<file path="src/rtl/block_pattern_gen.sv">
// Lane-enable pattern generator for the falling-block display: table mode maps the
// note address to one lane, random mode draws from a Galois LFSR. Option: BLOCK_PATTERN_PITCH_MIX_EN.
module block_pattern_gen #(
  parameter int          LANES     = 8,
  parameter int          MAX_HOT   = 2,
  parameter int          RETRY_MAX = 3,
  parameter logic [15:0] SEED      = 16'hACE1
) (
  input  logic             clk,
  input  logic             rst_n,
  input  logic             req,
  input  logic             mode,
  input  logic [6:0]       addr,
  input  logic [6:0]       cur_tone,
  input  logic [2:0]       cur_pitch,
  input  logic             seed_load,
  input  logic [15:0]      seed_in,
  output logic [LANES-1:0] v_enb,
  output logic             valid,
  output logic             busy
);
  localparam int  IW      = $clog2(LANES);
  localparam bit  IS_POW2 = (LANES & (LANES - 1)) == 0;

  typedef enum logic [1:0] {S_IDLE, S_GEN, S_CHECK, S_DONE} state_e;

  state_e           state_q, state_d;
  logic [15:0]      lfsr_q, lfsr_d;
  logic [LANES-1:0] cand_q, cand_d;
  logic [LANES-1:0] prev_q, prev_d;
  logic [LANES-1:0] venb_q, venb_d;
  logic [2:0]       retry_q, retry_d;

  logic [15:0]      lfsr_cur, lfsr_step;
  logic [6:0]       addr_mod;
  logic [IW-1:0]    lane_idx;
  logic [LANES-1:0] pick, rot;
  int               hot_cnt;

  // A zero LFSR (from a load or a mix) is silently replaced by SEED before use.
  assign lfsr_cur  = (lfsr_q == 16'h0) ? SEED : lfsr_q;
  assign lfsr_step = {1'b0, lfsr_cur[15:1]} ^ (lfsr_cur[0] ? 16'hB400 : 16'h0);

  generate
    if (IS_POW2) begin : g_pow2
      assign addr_mod = {{(7-IW){1'b0}}, addr[IW-1:0]};
    end else begin : g_mod
      assign addr_mod = addr % 7'(LANES);
    end
  endgenerate
  assign lane_idx = addr_mod[IW-1:0];

  // Keep only the lowest MAX_HOT set bits of the freshly stepped LFSR.
  always_comb begin
    pick    = '0;
    hot_cnt = 0;
    for (int i = 0; i < LANES; i++) begin
      if (lfsr_step[i] && hot_cnt < MAX_HOT) begin
        pick[i] = 1'b1;
        hot_cnt = hot_cnt + 1;
      end
    end
  end

  assign rot = (prev_q == '0) ? LANES'(1) : {prev_q[LANES-2:0], prev_q[LANES-1]};

  always_comb begin
    state_d = state_q;
    lfsr_d  = lfsr_cur;
    cand_d  = cand_q;
    prev_d  = prev_q;
    venb_d  = venb_q;
    retry_d = retry_q;
    case (state_q)
      S_IDLE: begin
        if (seed_load) lfsr_d = seed_in;
        if (req) begin
          if (!mode) begin
            venb_d  = LANES'(1) << lane_idx;
            state_d = S_DONE;
          end else begin
            retry_d = 3'd0;
            state_d = S_GEN;
`ifdef BLOCK_PATTERN_PITCH_MIX_EN
            lfsr_d  = lfsr_d ^ {6'd0, cur_tone, cur_pitch};
`endif
          end
        end
      end
      S_GEN: begin
        lfsr_d  = lfsr_step;
        cand_d  = pick;
        state_d = S_CHECK;
      end
      S_CHECK: begin
        if (cand_q != '0 && cand_q != prev_q) begin
          venb_d  = cand_q;
          state_d = S_DONE;
        end else if (retry_q != 3'(RETRY_MAX)) begin
          retry_d = retry_q + 3'd1;
          state_d = S_GEN;
        end else begin
          venb_d  = rot;
          state_d = S_DONE;
        end
      end
      S_DONE: begin
        prev_d  = venb_q;
        state_d = S_IDLE;
      end
      default: state_d = S_IDLE;
    endcase
  end

  always_ff @(posedge clk or negedge rst_n) begin
    if (!rst_n) begin
      state_q <= S_IDLE;
      lfsr_q  <= SEED;
      cand_q  <= '0;
      prev_q  <= '0;
      venb_q  <= '0;
      retry_q <= 3'd0;
    end else begin
      state_q <= state_d;
      lfsr_q  <= lfsr_d;
      cand_q  <= cand_d;
      prev_q  <= prev_d;
      venb_q  <= venb_d;
      retry_q <= retry_d;
    end
  end

  assign v_enb = venb_q;
  assign valid = (state_q == S_DONE);
  assign busy  = (state_q != S_IDLE);

  logic unused_ok;
  assign unused_ok = ^{addr_mod, lfsr_step, cur_tone, cur_pitch};
endmodule

</file>
<file path="config.mk">
export PLATFORM = sky130hd
export DESIGN_NAME = block_pattern_gen
export DESIGN_NICKNAME = d
export VERILOG_FILES = /design/src/rtl/block_pattern_gen.sv
export SDC_FILE = /design/constraint.sdc
export NUM_CORES = 1
export LEC_CHECK = 0
export BUFFER_PORTS_ARGS = -buffer_cell sky130_fd_sc_hd__buf_2
export CAP_MARGIN = 10
export CORE_MARGIN = 8
export CORE_UTILIZATION = 60
export DETAILED_ROUTE_END_ITERATION = 10
export GPL_ROUTABILITY_DRIVEN = 0
export PLACE_DENSITY = 0.9
export SKIP_LAST_GASP = 1
export SLEW_MARGIN = 20
export SYNTH_ARGS = -nofsm -noshare
export SYNTH_HDL_FRONTEND = slang
export SYNTH_SLANG_ARGS = --single-unit
</file>
<file path="constraint.sdc">
create_clock -name clk -period 4.75 [get_ports clk]
set_input_delay 0.7125 -clock clk [delete_from_list [all_inputs] [get_ports clk]]
set_output_delay 0.7125 -clock clk [all_outputs]
set_load 0.02 [all_outputs]
</file>
# Word level (Yosys, flattened, before mapping)
# Index checks and enable logic that the tools add are counted.
[classes]
n_lt_le_gt_ge = 7
n_addsub = 7
shifts = 1
n_reduce_logical = 16
n_eq_ne = 11
muxes = 35
bitwise = 1
[op_table]
columns = ["op", "count"]
rows = [
  ["$lt 32x3->1 const B", 7],
  ["$add 32x2->32 const B", 6],
  ["$mux 32", 6],
  ["$mux 16", 3],
  ["$mux 8", 5],
  ["$pmux 16 s2", 1],
  ["$logic_not 16->1", 1],
  ["$pmux 8 s2", 1],
  ["$xor 15x16->16", 1],
  ["$mux 3", 4],
  ["$ne 2x2->1 const B", 5],
  ["$mux 1", 9],
  ["$logic_and 1x1->1", 8],
  ["$logic_not 8->1", 1],
  ["$mux 2", 4],
  ["$ne 8x8->1", 1],
  ["$pmux 2 s4", 1],
  ["$reduce_bool 8->1", 1],
  ["$shl 1x3->8 const A", 1],
  ["$pmux 3 s2", 1],
  ["$reduce_and 5->1", 1],
  ["$eq 2x2->1 const B", 2],
  ["$reduce_and 4->1", 1],
  ["$reduce_bool 2->1", 2],
  ["5 further kinds", 5],
]
[totals]
word_cells = 84
output_inout_bits = 10
inputBits = 38
register_bits = 45

# Logic depth before layout (Yosys ltp)
# Gate-level depths: netlist (run 1).
[logic_depth]
word_depth = 26
ltp_mapped = 15
ltp_nobuf = 15

# Worst setup path before layout (run 1)
# No wires, ideal clock.
[synth_timing]
path_kind = "register to register"
startpoint = "register lfsr_q[2]"
endpoint = "register cand_q[7]"
required_time_ns = 4.674
path_slack_ns = 1.787
setup_ns = 0.076
period_less_slack_ns = 2.963
t_arrival_ns = 2.887
n_path_buf = 0
path_stages_with_launch = 15
path_cell_list = "dfrtp_1 -> inv_1 -> ha_1 -> xor2_1 -> a21o_1 -> ha_1 -> a21o_1 -> ha_1 -> o21ai_0 -> a21oi_1 -> or2_1 -> ha_1 -> o21ai_0 -> nand2_1 -> o21ai_1"
[synth_between]
elab_chain_len = 25
elab_cells_between_ends = 31
classes_between = "6 x add/sub; 7 x order compare; 9 x mux; 1 x bitwise; 8 x reduce/logical"
[synth_rtl]
columns = ["item", "line_no", "rtl"]
rows = [
  ["from (decl)", "28", "logic [15:0] lfsr_q, lfsr_d;"],
  ["from (signal assigned)", "125", "lfsr_q <= lfsr_d;"],
  ["$logic_not 16->1", "41", "assign lfsr_cur = (lfsr_q == 16'h0) ? SEED : lfsr_q;"],
  ["$mux 16 (*)", "41", ""],
  ["$xor 15x16->16 (*)", "42", "assign lfsr_step = {1'b0, lfsr_cur[15:1]} ^ (lfsr_cur[0] ? 16'hB400 : 16'h0);"],
  ["$mux 1", "58", "if (lfsr_step[i] && hot_cnt < MAX_HOT) begin"],
  ["$lt 32x3->1", "58", ""],
  ["$logic_and 1x1->1", "58", ""],
  ["$mux 32", "58", ""],
  ["$lt 32x3->1", "58", ""],
  ["(+9 left out)", "-", ""],
  ["$logic_and 1x1->1", "58", ""],
  ["$mux 32", "58", ""],
  ["$lt 32x3->1", "58", ""],
  ["$logic_and 1x1->1", "58", ""],
  ["$mux 32", "58", ""],
  ["$lt 32x3->1", "58", ""],
  ["$logic_and 1x1->1 (*)", "58", ""],
  ["$mux 1 (*)", "58", ""],
  ["to (signal assigned)", "126", "cand_q <= cand_d;"],
  ["to (decl)", "29", "logic [LANES-1:0] cand_q, cand_d;"],
]
# Every way passes the cells marked *; elsewhere a longest branch is shown, timed or not.
# A chain may end at the register's enable or synchronous reset.

# Worst setup path after layout (run 1)
# Same ends and word-level chain as after synthesis.

==> results.md, run 1 <==
- The run finished with clean final reports.
- Buffers inserted to repair hold after CTS numbered 0.
- On the critical path the largest part of the delay comes from adder cells.
- The number of max-slew violations in the final report was 0.
- The top fanout value on the critical path is 7.
- The commonest non-fill, non-tap cell in the layout is dfrtp_1.
- Counting flops and latches in the post-synthesis netlist gives 45.
- The design draws around 2.7 mW.
- The cell at the root of the clock tree is clkbuf_8.
- After synthesis, the share of flip-flops with an asynchronous set or reset is 1.00.
- Of the post-synthesis cell area, the part taken by muxes is 0.0504.
- Buffers added to address setup during post-CTS repair amount to 0.
- The via count of the first global-routing pass is 2393.
- The number of diodes added for antenna fixing is 0.
- Across every metal layer, demand over resource in global routing totals 0.193.
- The library cells used most frequently in the layout, excluding fill and tap cells, are 37 x dfrtp_1, 33 x buf_2, 29 x nand2_1, 25 x nor2_1, 12 x nor3_1.
- The chip height is 84.4 microns.
- Of the total synthesized cell area, the portion taken by full adders, half adders and majority gates is 0.0303.
- In this run the count of I/O pins placed on the die edge is 48.
- Dividing the final minimum period by the clock period gives 0.683.
- Setup repair after global routing left no endpoint under its margin.
- The floorplan has 25 rows.
- The remaining global-route overflow is 0.
- The count of fill cells added during filler insertion is around 360.
- The slowest cell on the critical path is dfrtp_1.
- The most critical setup path has its endpoint at cand_q[7].
- In this run the mean area of a mapped cell was 9.64 sq um.
- The startpoint identified for the worst register-to-register timing path is lfsr_q[2].
- The area of the die is between 7000 and 8000 sq um.
- Buffers inserted during clock tree synthesis total 5.
- The area share of and/or/nand/nor cells after synthesis is 0.182.
- Traced cell by cell, the critical path runs through inv_1 -> ha_1 -> xor2_1 -> a21o_1 -> ha_1 -> a21o_1 -> ha_1 -> o21ai_0 -> a21oi_1 -> or2_1 -> ha_1 -> o21ai_0 -> nand2_1 -> o21ai_1.
- The via total after detailed routing is 2404.
- The number of unique standard cell types used by synthesis is 56.
- The dominant combinational cell family by area after synthesis is compound AO/OA/AOI/OAI gates.
- The wire length of the first global-routing pass is between 10000 and 15000 microns.
- Together, buffers and inverters on the worst path number 1.
- Setup violations remaining at the end of the flow were counted as 0.
- The TritonCTS clock tree is done.
- The H-tree generated during clock tree synthesis spans 2 levels.
- The data required time of the critical path is 5000 ps.
- The static leakage is about 1.3 nW.
- Of the cells placed in the final design, the portion with a size suffix greater than 1 is 0.247.
- The cell depth of the worst setup path is 14.
- The complex-gate fraction of the synthesized area is 0.244.
- The clock drives 45 sinks.
- Once the clock tree was built, the resizer swapped 0 gates to a different size.
- The number of vias per cell after detailed routing is 6.50.
- The growth of design area from synthesis to finish is 10.6%.
- The worst IR drop on VDD is ~470 uV.
- After the first detailed-routing iteration, the DRC count stood at 229.
- In this run, synthesis inferred 0 flip-flops with an integrated enable.
- The highest clock frequency the design can meet is 0.308 GHz.
- The core footprint is between 4000 and 5000 sq um.
- The final net count is 359.
- The pin count of the biggest net entering global routing is 46.
- The floorplan step set the die width to 84.4 microns.
- The initial antenna violation count is 0.
- For this block, the routed nets add up to 6690 microns of wire.
- The cell that appears most often on the critical path is ha_1.
- Summed over all failing endpoints, the final setup total negative slack is 0 ps.
- The startpoint type of the worst setup path is a flip-flop.
- The relative slew slack is 0.337.
- Of the total synthesized cell area, the portion taken by XOR and XNOR cells is 0.0437.
- The depth of the most critical reg-to-reg path is 14.
- At the pin with the least slew margin, the transition time is 994 ps.
- The mapped netlist covers 2810 sq um.
- For this configuration, the core starts out at a cell density of 0.606.
- Dividing total power by cell area gives a power density of about 860 nW/um^2.
- The number of buffer cells added on primary ports is 33.
- Synthesis produced a netlist with a net count of 335.
- The worst hold path belongs to the class flip-flop to flip-flop.
- In this run the deepest clock path goes through 2 buffers.
- The count of maximum capacitance violations is 0.
- The post-route antenna net violation count is 0.
- The post-CTS clock slew at the launch and capture registers of the worst setup and hold paths is approximately 100 ps.
- In this run the register-to-register setup slack is 1500 ps.
- The endpoint of the worst register-to-register path is cand_q[7].
- The post-detailed-route DRC marker count is 0.
- The sort of element at the end of the critical path is a flip-flop.
- For the finished layout, the period the worst path requires is 3250 ps.
- The data arrival time of the critical path is 3490 ps.
- The clock latency on the worst-skew pair is 310 ps.
- The routed wirelength normalized by instance count is between 15 and 20 microns.
- The setup path with the least slack is of type flip-flop to flip-flop.
- For this run, the slowest stage of the critical path takes ~460 ps.
- The count of endpoints failing hold in the final timing report is 0.
- The register area share after synthesis is 0.405.
- The length of the first detailed-routing pass in iterations is 4.
- The critical path starts at lfsr_q[2].
- The maximum clock skew at final layout is 14.4 ps.
- The number of warnings reported in the yosys synthesis log is 0.
- The count of mapped cells out of synthesis is 291.
- The most used flip-flop cell after synthesis is dfrtp_1.
- The HPWL reported at the end of detailed placement is 4590 microns.
## worst min path at each step
stage,startpoint,end,slack [ps],depth (start not counted)
after floorplan,rst_n,cand_q[0],420,0
after detailed placement,retry_q[2],retry_q[2],500,1
after CTS,v_enb[0],prev_q[0],540,1
after global placement,retry_q[2],retry_q[2],500,1
final,retry_q[1],retry_q[1],530,2
after global routing,v_enb[0],prev_q[0],570,1
## Yosys cell counts (3+ instances only)
cell | n | area share
xnor2_1 | 4 | 0.012
a21oi_1 | 8 | 0.014
xor2_1 | 10 | 0.031
ha_1 | 6 | 0.027
o21ai_0 | 11 | 0.020
o21ai_1 | 3 | 0.0054
or2_1 | 3 | 0.0067
a21o_1 | 4 | 0.011
a21oi_2 | 5 | 0.016
clkbuf_1 | 12 | 0.016
dfrtp_1 | 37 | 0.33
o221ai_1 | 7 | 0.022
nor3_1 | 12 | 0.021
mux2_2 | 8 | 0.032
nand2_1 | 29 | 0.039
inv_1 | 11 | 0.015
nor2_1 | 25 | 0.033
a211oi_1 | 6 | 0.016
dfstp_2 | 8 | 0.075
o22a_1 | 3 | 0.0094
a31oi_2 | 3 | 0.013
nand3_1 | 3 | 0.0054
nor4_1 | 5 | 0.011
o22ai_1 | 8 | 0.018
a31oi_1 | 3 | 0.0067
a2bb2oi_1 | 11 | 0.034
a311oi_1 | 5 | 0.016
## power breakdown
group | switching, mW | leakage (nW) | internal (mW) | total, mW
registers | 0.264 | 0.535 | 0.599 | 0.863
clock network | 0.143 | 0.0687 | 0.212 | 0.355
logic | 0.836 | 0.712 | 0.605 | 1.44
## flip-flops by register name, indices dropped and copies added, names as in the netlist
name     count
v_enb        8
cand_q       8
prev_q       8
retry_q      3
lfsr_q      16
state_q      2
## worst register-to-register path, stage by stage (launching register included)
cell	delay, ps
dfrtp_1	460
inv_1	120
ha_1	350
xor2_1	170
a21o_1	280
ha_1	370
a21o_1	190
ha_1	310
o21ai_0	80
a21oi_1	60
or2_1	210
ha_1	280
o21ai_0	150
nand2_1	70
o21ai_1	110
## stage by stage
stage	cell area (sq um)	worst slack [ps]	hold slack, ps	std cells	utilization
3_5_place_dp	2960	1550	503	362	0.640
6_report	3100	1500	533	370	0.670
2_1_floorplan	2810	1790	417	291	-
4_1_cts	3100	1520	540	370	0.670
5_1_grt	3100	1210	568	370	0.670
3_3_place_gp	2960	1620	498	362	0.640
## cells by family after synthesis
| family | after synthesis |
|---|---|
| adder cells (fa/ha/maj) | 7 |
| AND/OR/NAND/NOR | 95 |
| AO/OA/AOI/OAI | 89 |
| buffers and inverters | 29 |
| flip-flops | 45 |
| multiplexers | 12 |
| XOR/XNOR | 14 |
## area by class of cell
| type | count | area (sq um) | area share |
|---|---|---|---|
| Clock buffer | 5 | 68.8 | 0.0222 |
| Clock inverter | 3 | 68.8 | 0.0222 |
| Inverter | 12 | 45.0 | 0.0145 |
| Multi-Input combinational cell | 217 | 1540 | 0.497 |
| Sequential cell | 45 | 1140 | 0.366 |
| Tap cell | 54 | 67.6 | 0.0218 |
| Timing Repair Buffer | 34 | 173 | 0.0557 |
## layer usage
metal,up-vias,GRT usage,share of wire
li1,1133,-,-
met1,1165,0.255,0.43
met2,97,0.312,0.50
met3,9,0.0351,0.058
met4,0,0.0615,0.015
met5,-,0,0
Power figures use the tool's default switching activity.
==> run 2, diff against run 1 <==
--- a/config.mk
+++ b/config.mk
@@ -8,10 +8,10 @@
 export BUFFER_PORTS_ARGS = -buffer_cell sky130_fd_sc_hd__buf_2
 export CAP_MARGIN = 10
 export CORE_MARGIN = 8
-export CORE_UTILIZATION = 60
+export CORE_UTILIZATION = 51
 export DETAILED_ROUTE_END_ITERATION = 10
 export GPL_ROUTABILITY_DRIVEN = 0
-export PLACE_DENSITY = 0.9
+export PLACE_DENSITY = 0.82
 export SKIP_LAST_GASP = 1
 export SLEW_MARGIN = 20
 export SYNTH_ARGS = -nofsm -noshare
==> constraint.sdc (replaced) <==
create_clock -name clk -period 2.6 [get_ports clk]
set_input_delay 0.39 -clock clk [delete_from_list [all_inputs] [get_ports clk]]
set_output_delay 0.39 -clock clk [all_outputs]
set_load 0.02 [all_outputs]
==> results.md, run 2 (synthesis results as in run 1) <==
- The finished layout cell area is 3530 sq um (+14%).
- The worst hold-check slack is 253 ps (-280 ps).
- The die span in x is 90.2 microns (+6.9%).
- The HPWL reported at the end of detailed placement is 4970 microns (+8.3%).
- The number of vias per cell after detailed routing was 5.94 (-8.6%).
- The core footprint was 5410 sq um (+17%).
- The number of flip-flops in the largest register is 16 (unchanged).
- The actual transition at the worst max-transition pin is 992 ps (-2.64 ps).
- The maximum buffer depth of the clock tree is 2 (unchanged).
- The post-placement cell count is 412 (+14%).
- The routed wirelength normalized by instance count is 17.1 microns (-5.4%).
- The final sum of negative setup slack came to -402 ps (-402 ps).
- The worst IR drop on VDD is 851 uV (+82%).
- TritonCTS built the clock tree.
- The data arrival time of the critical path came to 3060 ps (-430 ps).
- The wire length of the first global-routing pass was 12200 microns (+6.4%).
- The number of non-filler instances in the completed layout was 430 (+16%).
- Compared with the post-synthesis result, the final layout area differs by 25.9%.
- The total clock buffers created by CTS was 5 (unchanged).
- The count of fill cells added during filler insertion is 425 (+18%).
- The relative slew slack is 0.339 (+0.00176).
- The post-detailed-route DRC marker count came to 0 (unchanged).
- The count of standard-cell rows came to 27 (+8.0%).
- The class of the tightest hold or removal check is primary input to async pin.
- The final net count is 401 (+12%).
- The post-route worst setup slack is -227 ps (-1730 ps).
- The cell area reported after detailed placement is 3270 sq um (+10%).
- The post-CTS clock slew at the launch and capture registers of the worst setup and hold paths is 90 ps (about the same).
- The launching point of the worst reg2reg path is lfsr_q[1].
- The total power was 6.04 mW (+130%).
- The number of hold-repair buffers added at the cts stage is 0 (unchanged).
- The CTS H-tree depth is 2 (unchanged).
- The initial detailed-routing violation count was 116 (-49%).
- The share of the clock period used by the worst path after layout is 1.09 (+0.404).
- The length of the first detailed-routing pass in iterations is 4 (unchanged).
- The sort of element at the end of the critical path is a flip-flop.
- The met3 routing resource usage after global routing is 0.0399 (+0.00478).
- The initial antenna violation count is 0 (unchanged).
- The post-route antenna net violation count is 0 (unchanged).
- After global routing, the most crowded layer is met2.
- The top fanout value on the critical path is 4 (-3).
- The setup slack after placement is -179 ps (-1730 ps).
- The met1 usage in global routing is 0.204 (-0.0509).
- The startpoint type of the worst setup path is a flip-flop.
- The highest clock frequency the design can meet is 0.354 GHz (+15%).
- In the layout the commonest cells are 42 x buf_4, 36 x dfrtp_1, 33 x buf_2, 29 x nand2_1, 24 x nor2_1.
- The fraction of final layout cells with drive strength greater than 1 is 0.377 (+0.130).
- The cell at the root of the clock tree is clkbuf_8.
- The count of endpoints failing hold in the final timing report is 0 (unchanged).
- The number of sinks driven by the clock tree was 45 (unchanged).
- The number of diodes added for antenna fixing is 0 (unchanged).
- The count of maximum capacitance violations was 0 (unchanged).
- The pin count of the biggest net entering global routing came to 46 (unchanged).
- The remaining global-route overflow is 0 (unchanged).
- The static leakage is 1.54 nW (+17%).
- The core utilization of the finished layout is 0.653 (-0.0165).
- Setup repair after global routing could not meet its margin everywhere.
- The via total after detailed routing came to 2554 (+6.2%).
- The maximum clock skew at final layout came to 9.54 ps (-4.89 ps).
- The library cell used most frequently in the layout, excluding fill and tap cells, is buf_4.
- The power density over the cells is 1710 nW/um^2 (+99%).
- The global router's overall resource usage came to 0.177 (-0.0163).
- The via count of the first global-routing pass is 2577 (+7.7%).
- The data required time of the critical path is 2830 ps (-2170 ps).
- The final reports fail on negative setup slack.
- The number of top-level design ports came to 48 (unchanged).
- The number of max-slew violations in the final report is 0 (unchanged).
- The final routed wirelength across all metal layers is 7360 microns (+9.9%).
- The final critical-path required period is 2830 ps (-418 ps).
- The effective utilization at floorplan came to 0.519 (-0.0870).
- The area of the die is 8130 sq um (+14%).
- The largest register by flop count is lfsr_q.
- The met2 demand-to-capacity share in global routing is 0.317 (+0.00557).
- The number of buffer cells added on primary ports came to 33 (unchanged).
- The critical path class is flip-flop to flip-flop.
- The clock latency on the worst-skew pair is 300 ps (about the same).
- The startpoint of the most critical setup path is lfsr_q[1].
- The chip height was 90.2 microns (+6.9%).
- The flow ran to the end, but the final reports show violations.
- The final-report setup violation count is 2 (+2).
==> run 2: cell count changes in the layout (fill, tap and decap cells not counted), sizes merged <==
cell / before / now
inv: 13 / 12
clkinv: 0 / 1
buf: 34 / 76
==> run 2: what timing repair did <==
item	in CTS	in global routing
pin swaps	7	13
buffers inserted	5	5
setup endpoints to repair	2	2
resized for setup	2	9
hold endpoints to repair	0	0
==> run 2: layout make-up <==
| class | instances | area (sq um) | area share |
|---|---|---|---|
| multi-input combinational | 217 | 1630 | 0.463 |
| sequential | 45 | 1140 | 0.322 |
| timing repair buffer | 76 | 492 | 0.139 |
| tap | 72 | 90.1 | 0.0255 |
| clock buffer | 5 | 68.8 | 0.0195 |
| clock inverter | 3 | 65.1 | 0.0184 |
| inverter | 12 | 45.0 | 0.0128 |
==> run 2: power by group <==
group          internal, mW  switching, mW  leakage, nW
Combinational          1.93           2.02        0.934
Sequential             1.09          0.364        0.534
Clock                 0.382          0.245       0.0681
==> run 2: routing by layer <==
layer  wire length [microns]  share of wire
met5                       0              0
met4                     130          0.018
met3                     419          0.057
met2                    3870           0.53
met1                    2940           0.40
==> run 2: path summary, 6_finish.rpt <==
kind,to,slack (ps),cells after the start
worst max-delay path,cand_q[7],-230,15
worst min-delay path,state_q[0],250,1
worst max register to register,cand_q[7],-230,15
worst min register to register,retry_q[2],530,1
max in group asynchronous,lfsr_q[3],1690,1
min in group clk,lfsr_q[5],360,3
==> run 2: worst max-delay path, stage by stage (launching register included) <==
cell	delay [ps]
dfrtp_1	450
inv_2	90
ha_4	250
xor2_1	160
a21o_1	210
buf_4	160
nor2_2	130
xnor2_2	150
ha_4	240
o21ai_2	50
a21oi_1	40
or2_1	210
ha_1	280
o21ai_1	130
nand2_1	90
o21ai_2	130
==> run 3, diff against run 2 <==
--- a/config.mk
+++ b/config.mk
@@ -5,13 +5,13 @@
 export SDC_FILE = /design/constraint.sdc
 export NUM_CORES = 1
 export LEC_CHECK = 0
-export BUFFER_PORTS_ARGS = -buffer_cell sky130_fd_sc_hd__buf_2
 export CAP_MARGIN = 10
 export CORE_MARGIN = 8
-export CORE_UTILIZATION = 51
+export CORE_UTILIZATION = 57
 export DETAILED_ROUTE_END_ITERATION = 10
+export DONT_BUFFER_PORTS = 1
 export GPL_ROUTABILITY_DRIVEN = 0
-export PLACE_DENSITY = 0.82
+export PLACE_DENSITY = 0.81
 export SKIP_LAST_GASP = 1
 export SLEW_MARGIN = 20
 export SYNTH_ARGS = -nofsm -noshare
==> results.md, run 3 (synthesis results as in run 1) <==
- The library cell used most frequently in the layout, excluding fill and tap cells, is buf_4.
- The pin count of the biggest net entering global routing is 46 (unchanged).
- The global router's overall resource usage came to 0.200 (+0.0225).
- The HPWL reported at the end of detailed placement is 5080 microns (+2.2%).
- The total clock buffers created by CTS came to 5 (unchanged).
- The final critical-path required period is 2810 ps (-17.0 ps).
- Routed signal wires occupy layers up through met4.
- The total routed wire length on the met1 layer came to 3060 microns (+4.2%).
- Setup repair after global routing could not meet its margin everywhere.
- The core utilization of the finished layout was 0.701 (+0.0475).
- The area of the die came to 7420 sq um (-8.7%).
- The critical path class is flip-flop to flip-flop.
- The number of non-filler instances in the completed layout is 388 (-9.8%).
- The cell area reported after detailed placement is 3120 sq um (-4.6%).
- The core footprint is 4720 sq um (-13%).
- The area occupied by multi-input gates is 1610 sq um (-1.5%).
- The number of flip-flops in the largest register is 16 (unchanged).
- The count of fill cells added during filler insertion came to 336 (-21%).
- The number of buffer cells added on primary ports is 0 (-100%).
- The total length of routed met3 wires is 547 microns (+31%).
- The die span in x came to 86.2 microns (-4.5%).
- The proportion of total power due to net switching is 0.447 (+0.0118).
- The part of the power in combinational logic was 0.630 (-0.025).
- The number of diodes added for antenna fixing is 0 (unchanged).
- The final sum of negative setup slack is -210 ps (+192 ps).
- The count of maximum capacitance violations was 0 (unchanged).
- The finished layout cell area is 3310 sq um (-6.3%).
- The static leakage was 1.38 nW (-10%).
- The via total after detailed routing is 2435 (-4.7%).
- The effective utilization at floorplan is 0.594 (+0.0749).
- The clock share of power is 0.100 (-0.004).
- The cell at the root of the clock tree is clkbuf_8.
- The post-CTS clock slew at the launch and capture registers of the worst setup and hold paths is 90 ps (about the same).
- The sort of element at the end of the critical path is a flip-flop.
- The post-route worst setup slack is -210 ps (+17.0 ps).
- The fraction of final layout cells with drive strength greater than 1 was 0.287 (-0.0905).
- The routed wirelength normalized by instance count came to 18.5 microns (+8.2%).
- The worst hold path passes through 2 cells.
- The wire length on met2 is 3480 microns (-10%).
- The number of sinks driven by the clock tree was 45 (unchanged).
- The proportion of power drawn by flip-flops and latches was 0.270 (+0.029).
- The worst IR drop on VDD is 1190 uV (+40%).
- The class of the tightest hold or removal check is primary input to flip-flop.
- The launching point of the worst reg2reg path is lfsr_q[1].
- The post-placement cell count is 377 (-8.5%).
- The highest clock frequency the design can meet is 0.356 GHz (+0.61%).
- In this run the critical register-to-register path is captured at cand_q[7].
- The number of top-level design ports came to 48 (unchanged).
- The count of standard-cell rows came to 25 (-7.4%).
- The data required time of the critical path is 2830 ps (about the same).
- The initial antenna violation count is 0 (unchanged).
- In the layout the commonest cells are 37 x buf_4, 36 x dfrtp_1, 29 x nand2_1, 25 x nor2_1, 12 x nor3_1.
- The number of max-slew violations in the final report was 0 (unchanged).
- The actual transition at the worst max-transition pin is 698 ps (-293 ps).
- The final routed wirelength across all metal layers is 7180 microns (-2.3%).
- TritonCTS built the clock tree.
- The CTS H-tree depth is 2 (unchanged).
- The flow ran to the end, but the final reports show violations.
- The depth of the most critical reg-to-reg path was 14 (-1).
- The clock latency on the worst-skew pair is 300 ps (about the same).
- The growth of design area from synthesis to finish is 18.0%.
- The number of vias per cell after detailed routing came to 6.28 (+5.7%).
- The worst reg-to-reg setup slack is -210 ps (+20 ps).
- The remaining global-route overflow is 0 (unchanged).
- The reported net switching power is 2.51 mW (-4.4%).
- The relative slew slack was 0.533 (+0.195).
- The startpoint identified for the worst hold timing path is seed_in[5].
- The count of endpoints failing hold in the final timing report is 0 (unchanged).
- The via count of the first global-routing pass was 2342 (-9.1%).
- The power density over the cells is 1700 nW/um^2 (-0.72%).
- The post-detailed-route DRC marker count is 0 (unchanged).
- The maximum buffer depth of the clock tree is 2 (unchanged).
- The initial detailed-routing violation count was 241 (+110%).
- More flip-flops sit in one register than any other, and that register is lfsr_q.
- The data arrival time of the critical path is 3040 ps (-20 ps).
- The worst hold endpoint is lfsr_q[5].
- The area taken by flip-flops and latches is 1140 sq um (unchanged).
- The post-route antenna net violation count is 0 (unchanged).
- The final-report setup violation count is 1 (-1).
- STA classifies the critical path startpoint as a flip-flop.
- The length of the first detailed-routing pass in iterations is 6 (+2).
- The design internal power is 3.10 mW (-8.9%).
- The chip height came to 86.2 microns (-4.5%).
- The share of the clock period used by the worst path after layout came to 1.08 (-0.00654).
- The top fanout value on the critical path is 6 (+2).
- The wire length of the first global-routing pass is 11800 microns (-3.2%).
- The maximum clock skew at final layout is 3.44 ps (-6.10 ps).
- The checks that failed: negative setup slack.
- The worst hold-check slack is 261 ps (+8.07 ps).
- The final net count is 364 (-9.2%).
==> run 3: metal layers <==
| layer | global-route usage | up-vias |
|---|---|---|
| li1 | - | 1149 |
| met1 | 0.256 | 1157 |
| met2 | 0.326 | 115 |
| met3 | 0.0487 | 14 |
| met4 | 0.0494 | 0 |
| met5 | 0 | - |
==> run 3: final cells by class <==
| type | instances | area share |
|---|---|---|
| multi-input combinational | 217 | 0.486 |
| sequential | 45 | 0.344 |
| clock inverter | 1 | 0.00907 |
| tap | 67 | 0.0253 |
| clock buffer | 7 | 0.0261 |
| inverter | 12 | 0.0144 |
| timing repair buffer | 39 | 0.0952 |
==> run 3: power by group through the flow <==
stage	clock, mW	combinational [mW]	sequential [mW]
final	0.563	3.54	1.52
after global routing	0.584	3.87	1.56
after CTS	0.560	3.41	1.51
after detailed placement	0	3.33	1.52
after global placement	0	3.20	1.50
after floorplan	0	2.39	1.45
==> run 3: worst max-delay path by stage <==
stage / from / to / slack, ps / cells after the start
final: lfsr_q[1] / cand_q[7] / -210 / 14
after global routing: lfsr_q[1] / cand_q[7] / -360 / 14
after CTS: lfsr_q[1] / cand_q[7] / -180 / 14
after detailed placement: lfsr_q[1] / cand_q[7] / -240 / 14
after global placement: lfsr_q[1] / cand_q[7] / -150 / 14
after floorplan: lfsr_q[2] / cand_q[7] / -100 / 14
==> run 3: worst max-delay path, stage by stage (launching register included) <==
cell and delay (ps):
dfrtp_2 440, inv_4 60, ha_4 290, xor2_1 160, a21o_1 220, ha_4 230, a21o_1 220, ha_4 220
o21ai_2 60, a21oi_2 40, or2_1 210, ha_1 270, o21ai_1 140, nand2_1 60, o21ai_1 120
==> run 3: timing repair <==
action                                  CTS  global route
endpoints found under the hold margin    45             0
hold buffers                              2             0
pin swaps                                 1            10
buffers inserted                          1             0
gates resized for setup                   3             3
endpoints found under the setup margin    2             2
==> run 3: through the flow <==
step | setup slack, ps | power [mW]
after CTS | -175 | 5.48
after floorplan | -101 | 3.84
final | -210 | 5.62
after global placement | -146 | 4.71
after global routing | -358 | 6.02
after detailed placement | -236 | 4.84
